--- src/rtl/pop_counter_bank.sv ---
// pop_counter_bank
// Bank of NUM_CH independent pop counters, one per FIFO. Each channel counts
// pops with either wrap or saturate behaviour and keeps a sticky overflow
// flag. A single read port returns one channel per accepted request, one
// cycle after acceptance. Reads are only honoured while the system is idle.
// Optionally, an accepted read of a valid channel clears that channel.

module pop_counter_bank #(
    parameter int unsigned NUM_CH        = 4,
    parameter int unsigned CNT_W         = 5,
    parameter int unsigned IDX_W         = 2,
    parameter bit          SATURATE      = 1'b0,
    parameter bit          CLEAR_ON_READ = 1'b0
) (
    input  logic              clk,
    input  logic              reset,
    input  logic [NUM_CH-1:0] pop,
    input  logic              idle,
    input  logic              req,
    input  logic [IDX_W-1:0]  idx,
    output logic              valid_out,
    output logic [CNT_W-1:0]  count_out,
    output logic              ovf_out,
    output logic              err_out
);

    localparam logic [CNT_W-1:0] CNT_MAX = {CNT_W{1'b1}};
    localparam logic [CNT_W-1:0] CNT_ONE = CNT_W'(1);

    // Per-channel counter and overflow state
    logic [CNT_W-1:0]  cnt_q [NUM_CH];
    logic [CNT_W-1:0]  cnt_d [NUM_CH];
    logic [NUM_CH-1:0] ovf_q;
    logic [NUM_CH-1:0] ovf_d;

    // Read decode
    logic              accept;
    logic              idx_ok;
    logic [31:0]       idx_ext;
    logic [NUM_CH-1:0] rd_hit;
    logic [NUM_CH-1:0] clr;
    logic [CNT_W-1:0]  sel_cnt;
    logic              sel_ovf;

    // Response registers
    logic              valid_q;
    logic              valid_d;
    logic [CNT_W-1:0]  count_q;
    logic [CNT_W-1:0]  count_d;
    logic              rovf_q;
    logic              rovf_d;
    logic              err_q;
    logic              err_d;

    // Requests while the system is busy are silently dropped.
    assign accept  = req & idle;
    assign idx_ext = 32'(idx);
    assign idx_ok  = (idx_ext < NUM_CH);

    // One-hot channel select for an accepted, in-range read; also picks the
    // pre-edge counter/flag of that channel for the response.
    always_comb begin
        rd_hit  = '0;
        sel_cnt = '0;
        sel_ovf = 1'b0;
        for (int i = 0; i < int'(NUM_CH); i++) begin
            if (accept && idx_ok && (idx_ext == 32'(i))) begin
                rd_hit[i] = 1'b1;
                sel_cnt   = cnt_q[i];
                sel_ovf   = ovf_q[i];
            end
        end
    end

    // Channels to clear this cycle; empty unless clear-on-read is built in.
    always_comb begin
        clr = '0;
        if (CLEAR_ON_READ) begin
            clr = rd_hit;
        end
    end

    // Next-state for every counter: clear first, then apply the pop so a pop
    // colliding with a clear still counts as the first word after the read.
    always_comb begin
        for (int i = 0; i < int'(NUM_CH); i++) begin
            cnt_d[i] = cnt_q[i];
            ovf_d[i] = ovf_q[i];
            if (clr[i]) begin
                cnt_d[i] = '0;
                ovf_d[i] = 1'b0;
            end
            if (pop[i]) begin
                if (clr[i]) begin
                    cnt_d[i] = CNT_ONE;
                end else if (cnt_q[i] == CNT_MAX) begin
                    ovf_d[i] = 1'b1;
                    if (!SATURATE) begin
                        cnt_d[i] = '0;
                    end
                end else begin
                    cnt_d[i] = cnt_q[i] + CNT_ONE;
                end
            end
        end
    end

    // Counter and overflow state registers.
    always_ff @(posedge clk) begin
        if (reset) begin
            cnt_q <= '{default: '0};
            ovf_q <= '0;
        end else begin
            cnt_q <= cnt_d;
            ovf_q <= ovf_d;
        end
    end

    // Response next-state: pulse valid on acceptance, otherwise hold the
    // last reported data so the consumer can still look at it.
    always_comb begin
        valid_d = 1'b0;
        count_d = count_q;
        rovf_d  = rovf_q;
        err_d   = err_q;
        if (accept) begin
            valid_d = 1'b1;
            if (idx_ok) begin
                count_d = sel_cnt;
                rovf_d  = sel_ovf;
                err_d   = 1'b0;
            end else begin
                count_d = '0;
                rovf_d  = 1'b0;
                err_d   = 1'b1;
            end
        end
    end

    // Response registers.
    always_ff @(posedge clk) begin
        if (reset) begin
            valid_q <= 1'b0;
            count_q <= '0;
            rovf_q  <= 1'b0;
            err_q   <= 1'b0;
        end else begin
            valid_q <= valid_d;
            count_q <= count_d;
            rovf_q  <= rovf_d;
            err_q   <= err_d;
        end
    end

    assign valid_out = valid_q;
    assign count_out = count_q;
    assign ovf_out   = rovf_q;
    assign err_out   = err_q;

endmodule

--- config.mk ---
export PLATFORM = sky130hd
export DESIGN_NAME = pop_counter_bank
export DESIGN_NICKNAME = d
export VERILOG_FILES = /design/src/rtl/pop_counter_bank.sv
export SDC_FILE = /design/constraint.sdc
export NUM_CORES = 1
export LEC_CHECK = 0
export CAP_MARGIN = 20
export CORE_AREA = 2 2 55 57
export DETAILED_ROUTE_END_ITERATION = 16
export DIE_AREA = 0 0 57 59
export MAX_ROUTING_LAYER = met4
export PLACE_DENSITY = 0.76
export SLEW_MARGIN = 20
export SYNTH_ARGS = -nofsm -noshare
export SYNTH_HDL_FRONTEND = slang
export SYNTH_SLANG_ARGS = --single-unit
--- constraint.sdc ---
create_clock -name clk -period 1.9 [get_ports clk]
set_input_delay 0.285 -clock clk [delete_from_list [all_inputs] [get_ports clk]]
set_output_delay 0.285 -clock clk [all_outputs]
set_load 0.05 [all_outputs]
# After elaboration in Yosys (flattened, before gate mapping)
# Index checks and enable logic that the tools add are counted.
dict set report totals {
  regBits 32
  latchBits 0
  ram_bits 0
  mem_bits_ro 0
  inputBits 10
  out_inout_bits 8
  n_memories 0
}
dict set report classes {
  add_sub_neg 4
  multipliers 0
  div_mod_pow 0
  n_lt_le_gt_ge 1
  eq_ne 7
  shift 0
  muxes 16
  bitwise_logic 1
  n_reduce_logical 10
}
# operator n
set ops {}
lappend ops {{two-way mux 5 bit} 9}
lappend ops {{zero test 32 bit} 1}
lappend ops {{adder 5 x 1 -> 5 bit (second input constant)} 4}
lappend ops {{== test 5 bit (second input constant)} 4}
lappend ops {{AND reduction 2 bit} 4}
lappend ops {{two-way mux 1 bit} 7}
lappend ops {{logical AND 1 bit} 5}
lappend ops {{== test 2 bit (second input constant)} 2}
lappend ops {{< comparator 2 x 3 -> 1 bit (second input constant)} 1}
lappend ops {{== test 2 x 1 -> 1 bit (second input constant)} 1}
lappend ops {{AND 1 bit} 1}

# Depth between registers and ports, before layout
dict set report depth {
  ltp_word 8
  mapped_depth 6
  depth_no_buf 6
}

# Worst setup path after synthesis
# No wires, ideal clock.
dict set report synth_path {
  path_type {register -> register}
  from {register cnt_q[15] in the netlist's numbering}
  to {register cnt_q[18] in the netlist's numbering}
  setup_ps 70
  arrival_time_ps 1517
  required_ps 1830
  path_slack_ps 313
  stages_incl_launch_ff 6
  path_cell_list {dfxtp_1 -> ha_1 -> and3_1 -> ha_1 -> or4_1 -> a21oi_1}
}
dict set report synth_via {
  elab_chain_len 2
}
# item line
set synth_rtl {}
lappend synth_rtl {{start: declaration} 31} ;# logic [CNT_W-1:0] cnt_q [NUM_CH];
lappend synth_rtl {{start signal: assignment} 114} ;# cnt_q <= cnt_d;
lappend synth_rtl {{adder 5 x 1 -> 5 bit / == test 5 bit (equally long branches)} {102, 96}}
lappend synth_rtl {{two-way mux 5 bit *} 96} ;# end else if (cnt_q[i] == CNT_MAX) begin
# Every way passes the cells marked *; elsewhere a longest branch is shown, timed or not.
# A chain may end at the register's enable or synchronous reset.

# Final worst setup path
# Same ends and word-level chain as after synthesis.

==> reports/metrics.csv <==
metric;value;unit
status;complete, no violations;
Core Region;2710;sq um
CP delay by family, top;simple AND/OR/NAND/NOR gates;
I/O Buffers;16;
Slew @ Worst Pin;0.503;ns
non-filler cells, final;207;
Yosys top cell area share;43.2;%
vias;1251;
# IOs;18;
fin area;1740;sq um
FILL cells;231;
Ys Warns;0;
post-CTS setup buffers;0;
CP arrival;2.05;ns
cell count after synthesis;152;
largest net degree at the start of global routing;32;
sw power;319;uW
synthesized cell area;1440;sq um
die footprint;3360;sq um
setup ws final;0.123;ns
Overall Power;1.36;mW
DP HPWL;2340;um
post-synthesis register bit count;31;
final RePlAce weighted congestion;0.789;
dpl ws;0.0542;ns
Skew-Pair Late Insertion Delay;0.33;ns
fin crit period;1.78;ns
Synth area leaders;dfxtp_1, mux4_2, a21oi_1;
Final Cycle Share;93.5;%
LEAKAGE;0.697;nW
Int Power;1.04;mW
Worst R2R Path Depth;5;
P&R area growth vs syn;21.0;%
Synth Net Count;170;
Buf+Inv Stages, Crit Path;0;
RSZ-0062 raised after global routing;no;
WL/cell;15.3;um
CP Max Fanout;6;
die extent in y;59;um
largest family of logic cells by synthesized area;simple AND/OR/NAND/NOR gates;
row count;19;
critical-path cell list;ha_1 -> and3_1 -> ha_1 -> or4_1 -> a21oi_1;
routed vias/inst;6.04;
XOR/XNOR share of the synthesized area;0;%
Remaining Overflow, GRT;0;
gr usage total;22.1;%
Max clock buf depth;2;
DR pass1 iterations;6;
area post-placement;1650;sq um
crit path max-delay cell type;or4_1;
complex-gate fraction of the synthesized area;12.2;%
Yosys cell types;22;
Sw Ratio;23.5;%
Stages on worst setup path;5;
Antenna Nets Post-Route;0;
CTS Hold Bufs;0;
number of global-route vias before repair;1317;
utilization after layout;64.2;%
Startpoint Class;register;
commonest non-fill, non-tap cell in the layout;dfxtp_1;
Sink Count;31;
Setup Viol. Count Final;0;
logic gate share of total power;9.4;%
sequential area share after synthesis;43.2;%
first-pass GRT wire length;5460;um
WP data required;2.17;ns
sequential share of power;50.7;%
crit path capture type;register;
fin nets;193;
syn avg cell area;9.46;sq um
area leader, netlist;dfxtp_1;
clk root buf;clkbuf_4;
slew margin rel.;66.4;%
WL final;3160;um
initial antenna violation count;0;
Worst Setup Path Type;reg -> reg;
max frequency;0.563;GHz
ANT cells;0;
most frequent cells in the layout;dfxtp_1, a21oi_1, nor2_1;
Placed Instances;199;
count of final hold-check violations;0;
Post-Synth Simple-Gate Area;19.2;%
setup TNS;0;ns
pins over their slew limit;0;
drt drc;0;
worst hold slack;0.469;ns
CTS tree;yes;
clk_skew;0.00350;ns
clock share of power;39.8;%
Most common cell on crit path;ha_1;
CP peak stage delay;0.48;ns
hold path cells;2;
Worst-path clk slew;0.09;ns
Initial DRC Count;40;
Starting Density;53.0;%
CTS Buf Count;5;
share of layout cells above drive strength 1;13.6;%
class of the worst hold path;reg -> reg;
H-tree depth;2;
max cap viols;0;
VDD IR max;0.686;mV
post-synthesis mux area share;15.0;%
Die X;57;um
adder-cell share of the synthesized area;6.96;%
pwr dens;780;nW/um^2
## sequential cells by signal (all words and copies together), names as in the netlist
| name | cells |
|---|---|
| cnt_q | 20 |
| count_out | 5 |
| ovf_q | 4 |
| ovf_out | 1 |
| valid_out | 1 |
## cells by family (layout without fill, tap and decap cells)
group           after synthesis  count (layout)
other cells                   1               1
simple gates                 54              54
flops                        31              31
fa+ha+maj                     8               8
mux                          14              14
buf+inv                      10              34
compound gates               34              34
## final timing paths
check,start,endpoint,slack (ns)
setup / recovery,cnt_q[15],cnt_q[18],0.12
hold / removal,count_out[2],count_out[2],0.47
setup reg to reg,cnt_q[15],cnt_q[18],0.12
hold reg to reg,count_out[2],count_out[2],0.47
## power by group through the flow
| stage | Combinational [mW] | Clock [mW] | Sequential (mW) |
|---|---|---|---|
| 2_1_floorplan | 0.0691 | 0 | 0.703 |
| 3_3_place_gp | 0.120 | 0 | 0.701 |
| 3_5_place_dp | 0.128 | 0 | 0.703 |
| 4_1_cts | 0.129 | 0.543 | 0.688 |
| 5_1_grt | 0.140 | 0.564 | 0.691 |
| 6_report | 0.128 | 0.541 | 0.689 |
## repair_timing
item                                    in CTS  in global routing
endpoints found under the hold margin        0                  0
gates resized for setup                      0                  1
endpoints found under the setup margin       0                  1
## synthesized netlist by cell type (all sizes together)
library cell	n
and3	4
a31oi	4
nor4bb	4
mux2i	8
dfxtp	31
nor2	18
or3	3
a21oi	22
ha	8
or4	4
o21ai	8
nor3b	1
nand3	10
nand2	10
mux4	6
inv	4
clkbuf	1
buf	5
conb	1
## tightest hold or removal path, stage by stage (launching register included)
cell	delay, ns
dfxtp_1	0.32
nand2_1	0.05
a21oi_1	0.05
## cell type report
cell class | count | area, sq um | area share, %
clock buffers | 6 | 51.3 | 2.95
flip-flops and latches | 31 | 621 | 35.7
clock inverters | 2 | 35.0 | 2.01
repair buffers | 22 | 205 | 11.8
well taps | 31 | 38.8 | 2.23
multi-input cells | 111 | 773 | 44.5
inverters | 4 | 15.0 | 0.863
## layer usage
metal / vias to the layer above / track usage [%] / share of wire [%]
met5: - / - / 0
met4: 0 / 16.6 / 4.2
met3: 15 / 5.02 / 4.4
met2: 35 / 37.1 / 48
met1: 594 / 22.6 / 43
li1: 607 / - / -
(Power assumes the default switching activity.)
